===== config.mk =====
export PLATFORM = sky130hd
export DESIGN_NAME = ibuf_bank_loader
export DESIGN_NICKNAME = d
export VERILOG_FILES = /design/src/rtl/ibuf_bank_loader.sv
export SDC_FILE = /design/constraint.sdc
export NUM_CORES = 1
export LEC_CHECK = 0
export ABC_AREA = 1
export BUFFER_PORTS_ARGS = -buffer_cell sky130_fd_sc_hd__buf_2
export CELL_PAD_IN_SITES_DETAIL_PLACEMENT = 0
export CELL_PAD_IN_SITES_GLOBAL_PLACEMENT = 1
export CORE_UTILIZATION = 41
export CTS_CLUSTER_SIZE = 28
export DETAILED_ROUTE_END_ITERATION = 12
export GPL_TIMING_DRIVEN = 0
export MAX_ROUTING_LAYER = met4
export PLACE_DENSITY = 0.95
export SLEW_MARGIN = 30
export SYNTH_ARGS = -nofsm -noshare
export SYNTH_HDL_FRONTEND = slang
export SYNTH_SLANG_ARGS = --single-unit

===== constraint.sdc =====
create_clock -name i_clk -period 4.75 [get_ports i_clk]
set_input_delay 0.95 -clock i_clk [delete_from_list [all_inputs] [get_ports i_clk]]
set_output_delay 0.95 -clock i_clk [all_outputs]
set_load 0.005 [all_outputs]

===== src/rtl/ibuf_bank_loader.sv =====
// Write-side sequencer for the input-buffer SRAM banks: accepts a tile
// config, then scatters a word stream round-robin across NBANK banks.
module ibuf_bank_loader #(
  parameter int DWD   = 16,
  parameter int NBANK = 4,
  parameter int DEPTH = 256,
  parameter int LENWD = 16,
  parameter int AWD   = $clog2(DEPTH)
) (
  input  logic             i_clk,
  input  logic             i_rst,
  input  logic             cfg_rdy,
  output logic             cfg_ack,
  input  logic [AWD-1:0]   i_cfg_base,
  input  logic [LENWD-1:0] i_cfg_len,
  input  logic             src_rdy,
  output logic             src_ack,
  input  logic [DWD-1:0]   i_src_data,
  output logic [NBANK-1:0] o_ce,
  output logic             o_rw,
  output logic [AWD-1:0]   o_addr,
  output logic [DWD-1:0]   o_wdata,
  output logic             done_rdy,
  input  logic             done_ack,
  output logic             o_err,
  output logic             o_busy
);

  // state | meaning
  // IDLE  | waiting for a tile config (cfg_ack high)
  // LOAD  | accepting stream words, one bank write per word (src_ack high)
  // DONE  | tile written, holding done_rdy until done_ack

  localparam int BWD = (NBANK > 1) ? $clog2(NBANK) : 1;
  localparam logic [32:0] CAP = 33'(NBANK) * 33'(DEPTH);

  typedef enum logic [1:0] {
    S_IDLE = 2'd0,
    S_LOAD = 2'd1,
    S_DONE = 2'd2
  } state_t;

  state_t state_q, state_d;

  logic [BWD-1:0]   bank_q;
  logic [AWD-1:0]   row_q;
  logic [LENWD-1:0] cnt_q;
  logic [LENWD-1:0] len_q;
  logic [NBANK-1:0] ce_q;
  logic             rw_q;
  logic [AWD-1:0]   addr_q;
  logic [DWD-1:0]   wdata_q;
  logic             err_q;

  logic cfg_xfer;
  logic src_xfer;
  logic last_word;

  assign cfg_xfer  = cfg_rdy & cfg_ack;
  assign src_xfer  = src_rdy & src_ack;
  assign last_word = (cnt_q == (len_q - LENWD'(1)));

  always_ff @(posedge i_clk) begin
    if (i_rst) begin
      state_q <= S_IDLE;
    end else begin
      state_q <= state_d;
    end
  end

  // Handshake acks are decoded from state only, never from the rdy inputs.
  always_comb begin
    state_d  = state_q;
    cfg_ack  = 1'b0;
    src_ack  = 1'b0;
    done_rdy = 1'b0;
    case (state_q)
      S_IDLE: begin
        cfg_ack = 1'b1;
        if (cfg_rdy) begin
          state_d = (i_cfg_len == '0) ? S_DONE : S_LOAD;
        end
      end
      S_LOAD: begin
        src_ack = 1'b1;
        if (src_rdy && last_word) begin
          state_d = S_DONE;
        end
      end
      S_DONE: begin
        done_rdy = 1'b1;
        if (done_ack) begin
          state_d = S_IDLE;
        end
      end
      default: state_d = S_IDLE;
    endcase
  end

  always_ff @(posedge i_clk) begin
    if (i_rst) begin
      bank_q  <= '0;
      row_q   <= '0;
      cnt_q   <= '0;
      len_q   <= '0;
      ce_q    <= '0;
      rw_q    <= 1'b0;
      addr_q  <= '0;
      wdata_q <= '0;
      err_q   <= 1'b0;
    end else begin
      ce_q <= '0;
      rw_q <= 1'b0;
      if (cfg_xfer) begin
        len_q  <= i_cfg_len;
        row_q  <= i_cfg_base;
        bank_q <= '0;
        cnt_q  <= '0;
        err_q  <= (33'(i_cfg_len) > CAP);
      end
      if (src_xfer) begin
        ce_q    <= NBANK'(1) << bank_q;
        rw_q    <= 1'b1;
        addr_q  <= row_q;
        wdata_q <= i_src_data;
        cnt_q   <= cnt_q + LENWD'(1);
        // Overlength tiles simply wrap the row and overwrite earlier data.
        if (bank_q == BWD'(NBANK - 1)) begin
          bank_q <= '0;
          row_q  <= (row_q == AWD'(DEPTH - 1)) ? '0 : row_q + AWD'(1);
        end else begin
          bank_q <= bank_q + BWD'(1);
        end
      end
    end
  end

  assign o_ce    = ce_q;
  assign o_rw    = rw_q;
  assign o_addr  = addr_q;
  assign o_wdata = wdata_q;
  assign o_err   = err_q;
  assign o_busy  = (state_q != S_IDLE);

endmodule

# Word level (Yosys, flattened, before mapping)

Cells that the tools add are included.

Flip-flop bits (word level): 74
Input bits: 45
Output and inout port bits: 34
Word-level logic and storage cells: 52

Add/sub/neg operators: 4
Magnitude comparators: 1
Equal/unequal tests: 8
Shift-type cells: 1
Mux-type cells: 18
Bitwise gates (word level): 3
Reduce and logical (&&, ||, !) cells: 7

Operators by type and width:

| operator              | number |
|---|---|
| $mux 16               | 2 |
| $mux 8                | 4 |
| $add 16x1->16 const B | 1 |
| $eq 16x16->1          | 1 |
| $gt 16x11->1 const B  | 1 |
| $logic_not 16->1      | 1 |
| $sub 16x1->16 const B | 1 |
| $mux 2                | 7 |
| $add 8x1->8 const B   | 1 |
| $eq 8x8->1 const B    | 1 |
| $ne 2x2->1 const B    | 3 |
| $pmux 2 s3            | 1 |
| $eq 2x2->1 const B    | 2 |
| $mux 1                | 4 |
| $reduce_bool 2->1     | 2 |
| $shl 1x2->4 const A   | 1 |
| $reduce_and 3->1      | 1 |
| $add 2x1->2 const B   | 1 |
| $and 1x1->1           | 2 |
| $eq 2x1->1 const B    | 1 |
| $logic_not 2->1       | 1 |
| $reduce_or 2->1       | 1 |
| $logic_and 1x1->1     | 1 |
| $not 1->1             | 1 |

# Logic depth before layout (Yosys ltp)

Gate-level depths: netlist of run 1.

Depth in word-level cells: 6
Depth in mapped cells: 15
Gate-level depth less buffers: 15

# Least setup slack after synthesis of run 1

OpenSTA, ideal clock, no wires.

Path kind: input to register
From: input port src_rdy
To: register cnt_q[13]
Setup time: 0.118 ns
Data arrival time: 1.851 ns
Data required time: 4.632 ns
Setup slack: 2.781 ns
Stages on the path: 11
Path buffers: 0
Cells stage by stage: nand2_4 -> nor2_4 -> nand2_2 -> nor2_4 -> nand2_1 -> nor2_2 -> nand2_1 -> nor2_2 -> nand3_1 -> o21ai_1 -> a21oi_1

Cells in the longest elaborated chain, start to end: 2
Elaborated cells between the ends (all ways): 3
Classes of those cells: mux: 1; bitwise: 1; reduce/logical: 1

Ends and longest elaborated chain:

| element                                      | line | text |
|---|---|---|
| from (decl)                                  | 16   | `input logic src_rdy,` |
| $and 1x1->1 *                                | 60   | `assign src_xfer = src_rdy & src_ack;` |
| $mux 16 or $reduce_bool 2->1 (tied branches) | --   |  |
| to (signal assigned)                         | 126  | `cnt_q <= cnt_q + LENWD'(1);` |
| to (decl)                                    | 47   | `logic [LENWD-1:0] cnt_q;` |

Mark *: on every way between the ends. The rest lies on a longest branch, timed or not.
A chain may end at the register's enable or synchronous reset.

# Worst setup path in the final report of run 1

From: input port i_cfg_len[0]
To: register state_q[1]

Cells in the longest elaborated chain, start to end: 4

Ends and longest elaborated chain:

| element              | line | text |
|---|---|---|
| from (decl)          | 15   | `input logic [LENWD-1:0] i_cfg_len,` |
| $logic_not 16->1     | 81   | `state_d = (i_cfg_len == '0) ? S_DONE : S_LOAD;` |
| $mux 2               | 81   |  |
| $mux 2               | 80   | `if (cfg_rdy) begin` |
| $pmux 2 s3           | 77   | `case (state_q)` |
| to (signal assigned) | 67   | `state_q <= state_d;` |
| to (decl)            | 43   | `state_t state_q, state_d;` |

No other way between the ends. The select of a mux whose other input is x is not followed.

==> out/metrics.yaml, run 1 <==
holdWs_ns: 0.466
dp.cells: 725
cts_resized: 0
fin_crit_ns: 2.25
first_global_vias: 3567
r2r-start: "state_q[1]"
postSynthCellCount: 539
cap_violations: 0
core_sq_um: 8680
grt_pass1_wl_um: 16200
cts_setup_buffers: 0
cts_tree: "done"
wl_um: 9510
io-pin-count: 79
nNetsFinal: 677
synth-edff-count: 0
clock_sinks: 74
cts_buffers: 9
p_int_w: 0.00107
max_freq_mhz: 444
tightest_slew_ns: 0.584
critPathMaxFanout: 2
antenna_found_initial: 0
finClkSkew_ns: 0.0148
ys_seq_area_frac: 0.403
post-place-ws_ns: 2.11
num_rows: 34
synth_top_flop_cell: "dfxtp_1"
critical_path_class: "in2reg"
drcViolationCount: 0
async_flop_share: 0
hold_violations: 0
gp_congestion: 0.886
clockBufferDepth: 2
grt_max_degree: 16
design.die.area_sq_um: 9340
pwr-share-comb: 0.244
power_frac_seq: 0.436
swShare: 0.348
fin_crit_sh: 0.474
powerDensity_nw_per_um2: 373
p_clk_frac: 0.320
start_util: 0.423
drv_slew: 0
htree_levels: 3
syn_area_sq_um: 3670
outcome: "finished clean"
avgRoutedWirePerCell_um: 12.8
relSlewSlack: 0.610
end_kind: "register"
yosysWarnings: 0
syn_nets: 588
die_h_um: 96.7
power.switching_w: 0.000572
vdd_drop_max_v: 0.000195
p_leak_nw: 2.01
drt_iter0_markers: 190
dp_hpwl_um: 7280
path_clk_slew_ns: 0.09
hold_buffers: 0
viasPerCell: 5.05
drive_gt1_frac: 0.183
clock-root-buffer: "clkbuf_8"
fin_ws_ns: 2.50
vias: 3744
worstSkewPairLatency_ns: 0.36
hp-start: "o_wdata[15]"
detail-route-antenna-nets: 0
synth-seq-cells: 74
numPortBuffers: 78
antenna_cells: 0
tns_ns: 0
worstHoldPathType: "reg2reg"
cp-start-kind: "input pin"
rsz0062_at_grt: "false"
grt-ovfl-total: 0
finalSetupViolCount: 0
synthToLayoutAreaGrowth_pct: 20.0
die_x_um: 96.7
critical_path_required_ns: 5.04
grt_util_all_layers: 0.218
stdcell_count: 741
worst_ep_arrival_time_ns: 2.54
critPathLaunch: "i_cfg_len[0]"
dr.pass1.iters: 5
netlist-cell-type-count: 38
syn_avg_cell_area_sq_um: 6.82
[flip-flops by register name, summed over array words and instances, names as in the netlist]
signal / count
bank_q: 2
cnt_q: 16
len_q: 16
o_addr: 8
o_ce: 4
o_err: 1
o_rw: 1
o_wdata: 16
row_q: 8
state_q: 2
[Yosys cell counts (7+ instances only)]
master / count / area share
nand2_1: 142 / 0.15
dfxtp_1: 74 / 0.40
nor2_1: 64 / 0.065
inv_1: 54 / 0.055
a21oi_1: 52 / 0.071
o21ai_0: 35 / 0.048
nand3_1: 23 / 0.031
clkbuf_1: 14 / 0.014
a211oi_1: 10 / 0.020
nor3_1: 10 / 0.014
xor2_1: 7 / 0.017
[power groups by stage]
stage          logic [W]  registers [W]  clock network [W]
6_report        0.000402       0.000717           0.000526
5_1_grt         0.000462       0.000725           0.000565
4_1_cts         0.000402       0.000716           0.000531
3_5_place_dp    0.000400       0.000730                  0
3_3_place_gp    0.000393       0.000728                  0
2_1_floorplan   0.000275       0.000723                  0
[stage by stage]
step	utilization	cell area, sq um	total power [W]
3_5_place_dp	0.484	4200	0.00113
6_report	0.508	4410	0.00164
2_1_floorplan	-	3670	0.000998
3_3_place_gp	0.484	4200	0.00112
4_1_cts	0.508	4410	0.00165
5_1_grt	0.508	4410	0.00175
[cell families after synthesis]
logic type / after synthesis / synth area share
AO/OA/AOI/OAI: 110 / 0.166
XOR/XNOR: 12 / 0.0286
adder cells (fa/ha/maj): 4 / 0.0136
buffers and inverters: 76 / 0.0790
flip-flops: 74 / 0.403
AND/OR/NAND/NOR: 263 / 0.310
[layout by cell type (no fill, tap or decap), drive strengths merged, types with 3 or more instances in the layout]
cell type    n
buf         83
nor3        11
inv         61
clkbuf      23
nand2      145
nand3b       4
nor4         3
nand3       24
a21oi       52
a211oi      10
xnor2        5
dfxtp       74
o21ai       36
xor2         7
ha           4
nor2        73
[path summary, 6_finish.rpt]
kind              slack, ns  cells past startpoint          end
setup / recovery       2.50                      8   state_q[1]
hold / removal         0.47                      2  o_wdata[15]
hold reg to reg        0.47                      2  o_wdata[15]
setup reg to reg       2.73                      8     len_q[1]
[layer usage]
layer,share of wire,track usage,vias up
met5,0,-,-
met4,0.022,0.0792,0
met3,0.039,0.0397,18
met2,0.46,0.352,90
met1,0.47,0.273,1714
li1,-,-,1922
[final cells by class]
type                       instances  area [sq um]
tap                              108           135
fill                             919          4270
multi-input combinational        389          1900
clock inverter                     7          83.8
inverter                          57           214
sequential                        74          1480
timing repair buffer              78           390
clock buffer                       9           124
buffer                            19          76.3
[critical path: stages]
cell and delay (ns):
buf_2 0.12, nor4_1 0.46, nand3_1 0.18, nor3_1 0.46, nand2_1 0.09, nand2_1 0.08
nand3_1 0.07, a21oi_1 0.12
(Power assumes the default switching activity.)
==> inputs of run 2 (changes only) <==
--- a/config.mk
+++ b/config.mk
@@ -5,16 +5,16 @@
 export SDC_FILE = /design/constraint.sdc
 export NUM_CORES = 1
 export LEC_CHECK = 0
-export ABC_AREA = 1
+export ABC_AREA = 0
 export BUFFER_PORTS_ARGS = -buffer_cell sky130_fd_sc_hd__buf_2
 export CELL_PAD_IN_SITES_DETAIL_PLACEMENT = 0
 export CELL_PAD_IN_SITES_GLOBAL_PLACEMENT = 1
-export CORE_UTILIZATION = 41
+export CORE_UTILIZATION = 36
 export CTS_CLUSTER_SIZE = 28
 export DETAILED_ROUTE_END_ITERATION = 12
 export GPL_TIMING_DRIVEN = 0
 export MAX_ROUTING_LAYER = met4
-export PLACE_DENSITY = 0.95
+export PLACE_DENSITY = 0.86
 export SLEW_MARGIN = 30
 export SYNTH_ARGS = -nofsm -noshare
 export SYNTH_HDL_FRONTEND = slang
==> constraint.sdc (replaced) <==
create_clock -name i_clk -period 2 [get_ports i_clk]
set_input_delay 0.4 -clock i_clk [delete_from_list [all_inputs] [get_ports i_clk]]
set_output_delay 0.4 -clock i_clk [all_outputs]
set_load 0.005 [all_outputs]
==> run 2 against run 1 <==
  * The run now ends with setup timing left
  * Routed wire length rose by 5.6%
  * Power rose by 110%
  * Clock skew shrank 0.0073 ns
  * Clock power is 150% higher
  * Critical path type is now reg2reg
==> out/metrics.yaml, run 2 <==
outcome: "finished, violations left"
violations: "setup timing"
synth-seq-cells: 74  # unchanged
path_clk_slew_ns: 0.08  # about the same
fin_crit_sh: 1.12
start_util: 0.372  # -0.0514
hold_buffers: 0  # unchanged
critical_path_required_ns: 2.22  # -2.82 ns
drcViolationCount: 0  # unchanged
worstPathCellList: "buf_6 -> inv_4 -> ha_4 -> and4bb_1 -> o22ai_2 -> or3_1 -> a2111o_1 -> nor4_4 -> o32ai_1"
clock-root-buffer: "clkbuf_8"
grt_util_all_layers: 0.199  # -0.0191
gp_congestion: 0.837  # -5.5%
netlist-cell-type-count: 58  # +53%
design.die.area_sq_um: 10600  # +13%
htree_levels: 3  # unchanged
clockBufferDepth: 2  # unchanged
path_buf_inv: 2  # +1
synth_commonest_cells: "nand2_1, dfxtp_1, a21oi_1, nor2_1, clkbuf_1"
nNetsFinal: 607  # -10%
tightest_slew_ns: 0.694  # +0.110 ns
tns_ns: -0.407  # -0.407 ns
drv_slew: 0  # unchanged
whs_path_depth: 3  # +1
dp_hpwl_um: 7300  # +0.24%
drive_gt1_frac: 0.247  # +0.0636
syn_area_sq_um: 3650  # -0.58%
viasPerCell: 5.25  # +3.8%
fin_ws_ns: -0.231  # -2.73 ns
synthToLayoutAreaGrowth_pct: 25.1
critPathMaxFanout: 6  # +4
r2r_slack_ns: -0.23  # -2.96 ns
r2r-end: "state_q[0]"
post-place-ws_ns: -0.451  # -2.56 ns
finClkSkew_ns: 0.00749  # -0.00732 ns
cap_violations: 0  # unchanged
worstSkewPairLatency_ns: 0.35  # about the same
synth_top_flop_cell: "dfxtp_1"
ys_seq_area_frac: 0.406  # +0.00235
cts_tree: "done"
synth_top_area_frac: 0.406  # +0.00235
cp-start-kind: "register"
finalSetupViolCount: 2  # +2
critical_path_class: "reg2reg"
cp_slowest_cell: "or3_1"
antenna_cells: 0  # unchanged
reg2reg_depth: 9  # +1
numPortBuffers: 77  # -1.3%
finalCoreUtilization: 0.465  # -0.0424
first_global_vias: 3365  # -5.7%
r2r-start: "len_q[0]"
min_to: "o_wdata[6]"
yosysMostFrequentCell: "nand2_1"
async_flop_share: 0  # unchanged
yosysTopAreaCell: "dfxtp_1"
syn_nets: 516  # -12%
cts_buffers: 9  # unchanged
dr.pass1.iters: 4  # -1
fin_crit_ns: 2.23
drt_iter0_markers: 147  # -23%
end_kind: "register"
grt_max_degree: 14  # -2
antenna_found_initial: 0  # unchanged
hold_violations: 0  # unchanged
vdd_drop_max_v: 0.000456  # +130%
wl_um: 10000  # +5.6%
core_sq_um: 9820  # +13%
synth-edff-count: 0  # unchanged
relSlewSlack: 0.533  # -0.0774
vias: 3652  # -2.5%
detail-route-antenna-nets: 0  # unchanged
worstHoldPathType: "in2reg"
hp-start: "i_src_data[6]"
die_h_um: 103  # +6.3%
io-pin-count: 79  # unchanged
path_delay_family: "simple AND/OR/NAND/NOR gates"
nFillCells: 1018  # +11%
synthTopCellsByArea: "dfxtp_1, nand2_1, a21oi_1"
grt_pass1_wl_um: 15700  # -2.9%
avgRoutedWirePerCell_um: 14.4  # +12%
rsz0062_at_grt: "true"
worst_ep_arrival_time_ns: 2.46  # -0.08 ns
holdWs_ns: 0.269  # -0.197 ns
p_leak_nw: 1.89  # -5.9%
clock_sinks: 74  # unchanged
num_rows: 36  # +5.9%
syn_avg_cell_area_sq_um: 7.82  # +15%
grt-ovfl-total: 0  # unchanged
powerDensity_nw_per_um2: 763  # +100%
final_common_cell: "nand2_1"
yosysWarnings: 0  # unchanged
die_x_um: 103  # +6.3%
max_freq_mhz: 448
mostFrequentLayoutCells: "nand2_1, buf_2, dfxtp_1"
cp_slowest_stage_delay_ns: 0.39  # -0.07 ns
postSynthCellCount: 467  # -13%
==> run 2: cell families after synthesis <==
group | count (synthesis) | share of synthesized area
AO/OA/AOI/OAI | 101 | 0.169
XOR/XNOR | 19 | 0.0456
flip-flops | 74 | 0.406
multiplexers | 6 | 0.0175
adder cells (fa/ha/maj) | 4 | 0.0137
AND/OR/NAND/NOR | 225 | 0.298
buffers and inverters | 38 | 0.0507
==> run 2: report_power, final <==
part	switching [W]	total, W	internal [W]
Sequential	0.0000651	0.00160	0.00153
Combinational	0.000334	0.000598	0.000264
Clock	0.000591	0.00129	0.000700
Total	0.000990	0.00349	0.00250
==> run 2: how the worst max path moves through the flow <==
stage | from | to | slack (ns) | cells after the start
6_report | len_q[0] | state_q[0] | -0.23 | 9
3_3_place_gp | len_q[1] | state_q[0] | -0.39 | 7
3_5_place_dp | len_q[1] | state_q[0] | -0.45 | 7
5_1_grt | len_q[0] | state_q[0] | -0.28 | 9
4_1_cts | len_q[0] | state_q[0] | -0.20 | 10
2_1_floorplan | len_q[1] | state_q[0] | 0.002 | 10
==> run 2: what timing repair did <==
action | in CTS | in global routing
cloned | 0 | 0
setup buffers | 5 | 2
gates resized for setup | 19 | 11
pin swaps | 3 | 3
setup endpoints to repair | 5 | 41
==> run 2: stage by stage <==
stage	cells	area [sq um]	power, W
6_report	696	4570	0.00349
3_3_place_gp	677	4210	0.00215
3_5_place_dp	677	4210	0.00216
2_1_floorplan	467	3660	0.00197
4_1_cts	698	4550	0.00349
5_1_grt	696	4570	0.00363
==> run 2: worst register-to-register path, delay by kind of cell (launching register included) <==
family          cells  cell delay, ns
simple gates        3            0.88
buf+inv             2            0.18
fa+ha+maj           1            0.15
compound gates      3            0.58
flops               1            0.32
==> run 2: metal layers <==
| metal | track usage | routed length (um) | up-vias |
|---|---|---|---|
| met5 | - | 0 | - |
| met2 | 0.331 | 4900 | 92 |
| met3 | 0.0441 | 399 | 16 |
| li1 | - | - | 1823 |
| met1 | 0.241 | 4580 | 1721 |
| met4 | 0.0571 | 174 | 0 |
==> run 2: area by class of cell <==
class | count | area (sq um) | area share
Clock inverter | 7 | 93.8 | 0.0205
Timing Repair Buffer | 84 | 438 | 0.0958
Clock buffer | 9 | 124 | 0.0271
Multi-Input combinational cell | 355 | 2080 | 0.456
Inverter | 7 | 28.8 | 0.00630
Tap cell | 133 | 166 | 0.0364
Buffer | 27 | 151 | 0.0331
Sequential cell | 74 | 1490 | 0.325
